### src/rtl/s32x_sdr_responder_if.sv
// Bus bundle between the 32X SH-2 SDRAM port, the responder and a generic
// memory backend.
//
// Handshake semantics:
//   Core side: an access is requested while SDR_CS & (SDR_RD | SDR_WE!=0).
//   The core holds SDR_A/SDR_DO/SDR_WE/SDR_RD stable while SDR_WAIT is high.
//   The falling edge of SDR_WAIT completes the access, and SDR_DI is valid
//   from then on.
//   Backend side: MEM_REQ is a level "valid" and is held, with MEM_WE/MEM_A/
//   MEM_DO/MEM_BE stable, until the backend answers with a one-cycle MEM_ACK
//   ("ready"). The transfer happens on the clock edge where both are high.
//   Read data on MEM_DI is valid in that same cycle.
interface s32x_sdr_responder_if;
  logic [16:0] SDR_A;
  logic [15:0] SDR_DO;
  logic        SDR_CS;
  logic [1:0]  SDR_WE;
  logic        SDR_RD;
  logic        SDR_WAIT;
  logic [15:0] SDR_DI;
  logic        MEM_REQ;
  logic        MEM_WE;
  logic [16:0] MEM_A;
  logic [15:0] MEM_DO;
  logic [1:0]  MEM_BE;
  logic [15:0] MEM_DI;
  logic        MEM_ACK;

  // Responder view
  modport slave (
    input  SDR_A, SDR_DO, SDR_CS, SDR_WE, SDR_RD, MEM_DI, MEM_ACK,
    output SDR_WAIT, SDR_DI, MEM_REQ, MEM_WE, MEM_A, MEM_DO, MEM_BE
  );

  // Core + backend view
  modport master (
    output SDR_A, SDR_DO, SDR_CS, SDR_WE, SDR_RD, MEM_DI, MEM_ACK,
    input  SDR_WAIT, SDR_DI, MEM_REQ, MEM_WE, MEM_A, MEM_DO, MEM_BE
  );
endinterface

### src/rtl/s32x_sdr_responder.sv
// Memory-side responder for the 32X SH-2 SDRAM port. Each core access raises
// SDR_WAIT and is turned into a backend req/ack transfer. An optional
// one-word write-through read cache lets repeated reads skip the backend.
module s32x_sdr_responder #(
  parameter int MIN_WAIT  = 2,
  parameter bit USE_CACHE = 1'b1
) (
  input  logic                    CLK,
  input  logic                    RST_N,
  s32x_sdr_responder_if.slave     bus,
  output logic [1:0]              dbg_state_o
);

  localparam int CW = $clog2(MIN_WAIT + 1);
  localparam logic [CW-1:0] HOLD_INIT = CW'(MIN_WAIT - 1);

  typedef enum logic [1:0] {
    ST_IDLE = 2'd0,
    ST_REQ  = 2'd1,
    ST_HOLD = 2'd2,
    ST_DONE = 2'd3
  } state_t;

  state_t state_q, state_d;

  logic [16:0]   cap_a_q;
  logic [15:0]   cap_do_q;
  logic [1:0]    cap_we_q;
  logic          cap_rd_q;
  logic          mem_we_q;
  logic [1:0]    mem_be_q;
  logic [CW-1:0] hold_cnt_q;
  logic [15:0]   sdr_di_q;
  logic          cache_valid_q;
  logic [16:0]   cache_tag_q;
  logic [15:0]   cache_data_q;

  logic act;
  logic acc_wr;
  logic cache_hit;
  logic differs;
  logic start;
  logic mem_done;

  // A write wins when both SDR_RD and SDR_WE are set.
  assign act       = bus.SDR_CS & (bus.SDR_RD | (bus.SDR_WE != 2'b00));
  assign acc_wr    = (bus.SDR_WE != 2'b00);
  assign cache_hit = USE_CACHE && !acc_wr && cache_valid_q && (cache_tag_q == bus.SDR_A);
  // A strobe that stays active but changes its signature is a new access.
  assign differs   = (bus.SDR_A != cap_a_q) | (bus.SDR_WE != cap_we_q) | (bus.SDR_RD != cap_rd_q);
  assign start     = act && ((state_q == ST_IDLE) || ((state_q == ST_DONE) && differs));
  // MEM_ACK only counts while a request is outstanding.
  assign mem_done  = (state_q == ST_REQ) && bus.MEM_ACK;

  assign bus.MEM_A  = cap_a_q;
  assign bus.MEM_DO = cap_do_q;
  assign bus.MEM_WE = mem_we_q;
  assign bus.MEM_BE = mem_be_q;
  assign bus.SDR_DI = sdr_di_q;
  assign dbg_state_o = state_q;

  // State register.
  always_ff @(posedge CLK or negedge RST_N) begin
    if (!RST_N) state_q <= ST_IDLE;
    else        state_q <= state_d;
  end

  // Next-state logic.
  always_comb begin
    state_d = state_q;
    case (state_q)
      ST_IDLE: if (start) state_d = cache_hit ? ST_HOLD : ST_REQ;
      ST_REQ:  if (bus.MEM_ACK) state_d = ST_HOLD;
      ST_HOLD: if (hold_cnt_q == '0) state_d = ST_DONE;
      ST_DONE: begin
        if (start)     state_d = cache_hit ? ST_HOLD : ST_REQ;
        else if (!act) state_d = ST_IDLE;
      end
      default: state_d = ST_IDLE;
    endcase
  end

  // Outputs decoded from state, so reset clears them without waiting for a clock.
  always_comb begin
    bus.SDR_WAIT = (state_q == ST_REQ) || (state_q == ST_HOLD);
    bus.MEM_REQ  = (state_q == ST_REQ);
  end

  // Capture registers, minimum-wait counter and read-data register.
  always_ff @(posedge CLK or negedge RST_N) begin
    if (!RST_N) begin
      cap_a_q    <= '0;
      cap_do_q   <= '0;
      cap_we_q   <= '0;
      cap_rd_q   <= 1'b0;
      mem_we_q   <= 1'b0;
      mem_be_q   <= '0;
      hold_cnt_q <= '0;
      sdr_di_q   <= '0;
    end else begin
      if (start) begin
        cap_a_q    <= bus.SDR_A;
        cap_do_q   <= bus.SDR_DO;
        cap_we_q   <= bus.SDR_WE;
        cap_rd_q   <= bus.SDR_RD;
        mem_we_q   <= acc_wr;
        mem_be_q   <= acc_wr ? bus.SDR_WE : 2'b11;
        hold_cnt_q <= HOLD_INIT;
        if (cache_hit) sdr_di_q <= cache_data_q;
      end else if (((state_q == ST_REQ) || (state_q == ST_HOLD)) && (hold_cnt_q != '0)) begin
        hold_cnt_q <= hold_cnt_q - CW'(1);
      end
      if (mem_done && !mem_we_q) sdr_di_q <= bus.MEM_DI;
    end
  end

  // One-entry cache: reads allocate, writes only update a matching valid entry.
  always_ff @(posedge CLK or negedge RST_N) begin
    if (!RST_N) begin
      cache_valid_q <= 1'b0;
      cache_tag_q   <= '0;
      cache_data_q  <= '0;
    end else if (USE_CACHE && mem_done) begin
      if (!mem_we_q) begin
        cache_valid_q <= 1'b1;
        cache_tag_q   <= cap_a_q;
        cache_data_q  <= bus.MEM_DI;
      end else if (cache_valid_q && (cache_tag_q == cap_a_q)) begin
        if (cap_we_q[1]) cache_data_q[15:8] <= cap_do_q[15:8];
        if (cap_we_q[0]) cache_data_q[7:0]  <= cap_do_q[7:0];
      end
    end
  end

endmodule
### src/flat_wrapper.sv
// flat-port wrapper written by rule: the top's interface ports become plain ports
module s32x_sdr_responder_flat 
#(
  parameter int MIN_WAIT  = 2,
  parameter bit USE_CACHE = 1'b1
)
  (CLK, RST_N, dbg_state_o, bus_SDR_A, bus_SDR_DO, bus_SDR_CS, bus_SDR_WE, bus_SDR_RD, bus_MEM_DI, bus_MEM_ACK, bus_SDR_WAIT, bus_SDR_DI, bus_MEM_REQ, bus_MEM_WE, bus_MEM_A, bus_MEM_DO, bus_MEM_BE);
  s32x_sdr_responder_if bus_i ();
  input  logic CLK;
  input  logic RST_N;
  output logic [1:0] dbg_state_o;
  input wire logic [$bits(bus_i.SDR_A)-1:0] bus_SDR_A;
  input wire logic [$bits(bus_i.SDR_DO)-1:0] bus_SDR_DO;
  input wire logic [$bits(bus_i.SDR_CS)-1:0] bus_SDR_CS;
  input wire logic [$bits(bus_i.SDR_WE)-1:0] bus_SDR_WE;
  input wire logic [$bits(bus_i.SDR_RD)-1:0] bus_SDR_RD;
  input wire logic [$bits(bus_i.MEM_DI)-1:0] bus_MEM_DI;
  input wire logic [$bits(bus_i.MEM_ACK)-1:0] bus_MEM_ACK;
  output wire logic [$bits(bus_i.SDR_WAIT)-1:0] bus_SDR_WAIT;
  output wire logic [$bits(bus_i.SDR_DI)-1:0] bus_SDR_DI;
  output wire logic [$bits(bus_i.MEM_REQ)-1:0] bus_MEM_REQ;
  output wire logic [$bits(bus_i.MEM_WE)-1:0] bus_MEM_WE;
  output wire logic [$bits(bus_i.MEM_A)-1:0] bus_MEM_A;
  output wire logic [$bits(bus_i.MEM_DO)-1:0] bus_MEM_DO;
  output wire logic [$bits(bus_i.MEM_BE)-1:0] bus_MEM_BE;
  assign bus_i.SDR_A = bus_SDR_A;
  assign bus_i.SDR_DO = bus_SDR_DO;
  assign bus_i.SDR_CS = bus_SDR_CS;
  assign bus_i.SDR_WE = bus_SDR_WE;
  assign bus_i.SDR_RD = bus_SDR_RD;
  assign bus_i.MEM_DI = bus_MEM_DI;
  assign bus_i.MEM_ACK = bus_MEM_ACK;
  assign bus_SDR_WAIT = bus_i.SDR_WAIT;
  assign bus_SDR_DI = bus_i.SDR_DI;
  assign bus_MEM_REQ = bus_i.MEM_REQ;
  assign bus_MEM_WE = bus_i.MEM_WE;
  assign bus_MEM_A = bus_i.MEM_A;
  assign bus_MEM_DO = bus_i.MEM_DO;
  assign bus_MEM_BE = bus_i.MEM_BE;
  s32x_sdr_responder #(.MIN_WAIT(MIN_WAIT), .USE_CACHE(USE_CACHE)) u_core (.CLK(CLK), .RST_N(RST_N), .bus(bus_i), .dbg_state_o(dbg_state_o));
endmodule
### config.mk
export PLATFORM = sky130hd
export DESIGN_NAME = s32x_sdr_responder_flat
export DESIGN_NICKNAME = d
export VERILOG_FILES = /design/src/rtl/s32x_sdr_responder_if.sv /design/src/rtl/s32x_sdr_responder.sv /design/src/flat_wrapper.sv
export SDC_FILE = /design/constraint.sdc
export NUM_CORES = 1
export LEC_CHECK = 0
export ABC_AREA = 1
export BUFFER_PORTS_ARGS = -buffer_cell sky130_fd_sc_hd__buf_2
export CAP_MARGIN = 10
export CORE_ASPECT_RATIO = 2
export CORE_MARGIN = 1.5
export CORE_UTILIZATION = 49
export DETAILED_ROUTE_END_ITERATION = 10
export PLACE_DENSITY_LB_ADDON = 0.05
export SYNTH_ARGS = -nofsm -noshare
export SYNTH_HDL_FRONTEND = slang
export SYNTH_SLANG_ARGS = --single-unit
### constraint.sdc
create_clock -name CLK -period 1.6 [get_ports CLK]
set_input_delay 0.32 -clock CLK [delete_from_list [all_inputs] [get_ports CLK]]
set_output_delay 0.32 -clock CLK [all_outputs]
set_load 0.02 [all_outputs]
==> flow_summary.ini <==
[route]
antenna_left = 0
wl_met2_mm = 8.92
wl_mm = 15.5
drc = 0
dr.pass1.iters = 4
route.met3.wl_um = 608
vias = 4792
wire_per_inst_um = 17.2
drt_iter0_markers = 250
viasPerCell = 5.32
drt-met1-wl_mm = 5.33
routed.top_layer = met4

[worst_setup_path]
crit_chain = inv_2 > nand2_2 > nand2_1 > nand2_1 > nor2_2 > nand3_2 > o21bai_4 > nand2_4 > buf_12 > a21boi_4 > buf_12 > nand2_1 > o21ai_1
cp_common_cell = nand2_1
max_stage_delay_ns = 0.42
startpoint_type = flip-flop
cpMaxStageDelayCell = dfrtp_2
r2r_start = u_core.bus.MEM_A[11]
endpoint_kind = flip-flop
worst-path-buf-inv = 3
cp_data_arrival_time_ns = 2.20
crit_family = simple AND/OR/NAND/NOR gates
path_max_fanout = 16
required_ns = 1.86
path_class = flip-flop to flip-flop
crit_path_start = u_core.bus.MEM_A[11]

[layout]
antennaDiodeCount = 0
final_cell_mix = 149 x nand2_1, 108 x buf_2, 80 x dfrtp_1, 79 x buf_4, 54 x o21ai_1
final_cell_count_no_fill = 900
final_common_cell = nand2_1
drive_above_1_share_pct = 45.9
finish.instance_area_mm2 = 0.00736
syn_to_final_growth_pct = 55.0
nets = 853

[power]
internal_power_w = 0.00914
total_power_w = 0.0157
peakVddDrop_v = 0.00137
power_leakage_nw = 3.87
switching_share_pct = 41.9
powerDensity_mw_per_mm2 = 2140
p_seq_share_pct = 27.4
pwr-share-clk_pct = 16.0
p_switching_w = 0.00660
p_comb_share_pct = 56.6

[yosys]
synth_edf_count = 0
synth_top_family_by_area = simple AND/OR/NAND/NOR gates
syn_avg_cell_area_um2 = 8.25
yosysSeqAreaShare_pct = 49.0
yosys_most_used_dff = dfrtp_1
synthAdderAreaFrac_pct = 1.58
synthSimpleGateAreaFrac_pct = 20.3
ys_warn_count = 0
synth_compound_area_share_pct = 12.1
yosysUniqueCellTypes = 35
synth_fp_nets = 638
muxShareOfSynthArea_pct = 5.06
async_reset_ff_share_pct = 100
synth_seq_cells = 93
synth_xor_area_share_pct = 4.79
synth_cells = 576
synth_area_mm2 = 0.00475

[floorplan]
num_io_pins = 112
start_util_pct = 50.6
die_h_um = 142
die_x_um = 72.6
core_mm2 = 0.00938
row_count = 50
design.die.area_mm2 = 0.0103

[min_path]
min_from = bus_SDR_DO[4]
hp-class = input port to flip-flop

[placed_design]
io_buffer_count = 111
placed_cell_area_mm2 = 0.00600
gp_congestion = 0.837
post-place-ws_ns = -0.646
dpl.hpwl_mm = 9.51
dp_cells = 849

[timing]
fin_skew_ns = 0.00836
drv_slew = 0
slew_headroom_pct = 70.5
fin_crit_sh_pct = 121
max_freq_mhz = 515
setup_violations = 76
worst_slew_pin_slew_ns = 0.442
hold_viol = 0
post-route-min-period_ns = 1.94
rsz0062_at_grt = yes
finalWorstSetupSlack_ns = -0.341

[status]
outcome = complete, but fails checks
violations = negative setup slack

[clocking]
clock_path_buffers = 2
cts_buffers = 9
path_clk_slew_ns = 0.07
clkSinkCount = 93
htreeDepth = 3
clock_latency_ns = 0.35
cts_tree = built
cts-root-buf = clkbuf_16

[global_routing]
grt_max_degree = 31
antenna_found_initial = 0
grt_pass1_vias = 4851
grt_pass1_wl_mm = 23.1
grt.overflow.total = 0
gr-usage-all-layers_pct = 29.7

[job]
cap_violations = 0
## power by group through the flow
| stage | registers, W | clock network, W | logic, W |
|---|---|---|---|
| after floorplan | 0.00504 | 0 | 0.00310 |
| after detailed placement | 0.00425 | 0 | 0.00649 |
| after global routing | 0.00444 | 0.00262 | 0.00962 |
| final | 0.00432 | 0.00252 | 0.00891 |
| after CTS | 0.00423 | 0.00252 | 0.00797 |
| after global placement | 0.00421 | 0 | 0.00633 |
## cells in the mapped netlist, types with 2 or more instances
library cell  number  area share [%]
o22ai_1            3            0.40
nor3_1             2            0.21
xor2_1             9             1.7
buf_6              4            0.95
inv_1             50             4.0
o21ai_1           13             1.4
clkbuf_1           8            0.63
mux2i_1           24             5.1
nand4_1            3            0.40
ha_1               6             1.6
dfrtp_1           93              49
nand3_1            7            0.74
xnor2_1           17             3.1
o21ai_0           78             8.2
nor4_1             2            0.26
nand2_1          196              15
nor2_1            24             1.9
buf_2              7            0.74
inv_2              7            0.55
buf_1              2            0.16
a21oi_1            4            0.42
or2_2              4            0.53
## routing by layer
metal / GRT usage (%) / vias up
li1: - / 2274
met1: 31.3 / 2328
met2: 56.0 / 150
met3: 5.45 / 40
met4: 11.8 / 0
met5: 0 / -
## registers in the layout (all words and copies together), names as in the netlist
| signal | flops |
|---|---|
| u_core.cache_tag_q | 17 |
| u_core.dbg_state_o | 2 |
| u_core.bus.MEM_A | 17 |
| u_core.bus.MEM_WE | 1 |
| u_core.cache_valid_q | 1 |
| u_core.bus.MEM_DO | 16 |
| u_core.cap_rd_q | 1 |
| u_core.bus.MEM_BE | 2 |
| u_core.cache_data_q | 16 |
| u_core.cap_we_q | 2 |
| u_core.bus.SDR_DI | 16 |
| u_core.hold_cnt_q | 2 |
## metrics by stage
step | setup TNS [ns] | hold slack [ns] | util [%]
final | -20.49 | 0.168 | 78.5
after global routing | -26.91 | 0.167 | 78.5
after CTS | -16.15 | 0.168 | 73.9
after detailed placement | -33.79 | 0.293 | 63.9
after global placement | -31.76 | 0.289 | 63.9
after floorplan | -1.19 | 0.0244 | -
## final timing paths
check	to	slack (ns)	cells after the start
max in group asynchronous	u_core.bus.MEM_A[10]	0.56	3
min reg2reg	u_core.cache_data_q[1]	0.48	2
min	u_core.bus.MEM_DO[4]	0.17	3
max	u_core.bus.SDR_DI[7]	-0.34	13
min in group asynchronous	u_core.bus.MEM_A[9]	0.46	2
max reg2reg	u_core.bus.SDR_DI[7]	-0.34	13
## final cells by class
type                       instances  area [µm²]
clock inverter                     7         121
multi-input combinational        405        2510
clock buffer                       9         225
timing repair buffer             225        1800
fill                             620        2020
inverter                          57         229
tap                              104         130
sequential                        93        2340
## tightest hold or removal path, stage by stage
cell and delay (ns):
buf_2 0.08, nand2_1 0.04, nand2_1 0.05
## timing repair
item                                    4_1_cts  5_1_grt
pin swaps                                    15       18
setup buffers                                19        7
cloned                                        7        5
hold buffers                                  1        0
resized for setup                            89      129
endpoints found under the hold margin        26        0
endpoints found under the setup margin       95       94
## logic make-up (layout without fill, tap and decap cells)
family / Yosys count / after routing
fa+ha+maj: 6 / 6
compound gates: 106 / 107
simple gates: 242 / 242
mux: 24 / 24
buf+inv: 79 / 298
xor+xnor: 26 / 26
flops: 93 / 93
Note: power is estimated with default switching activity, not from simulation.
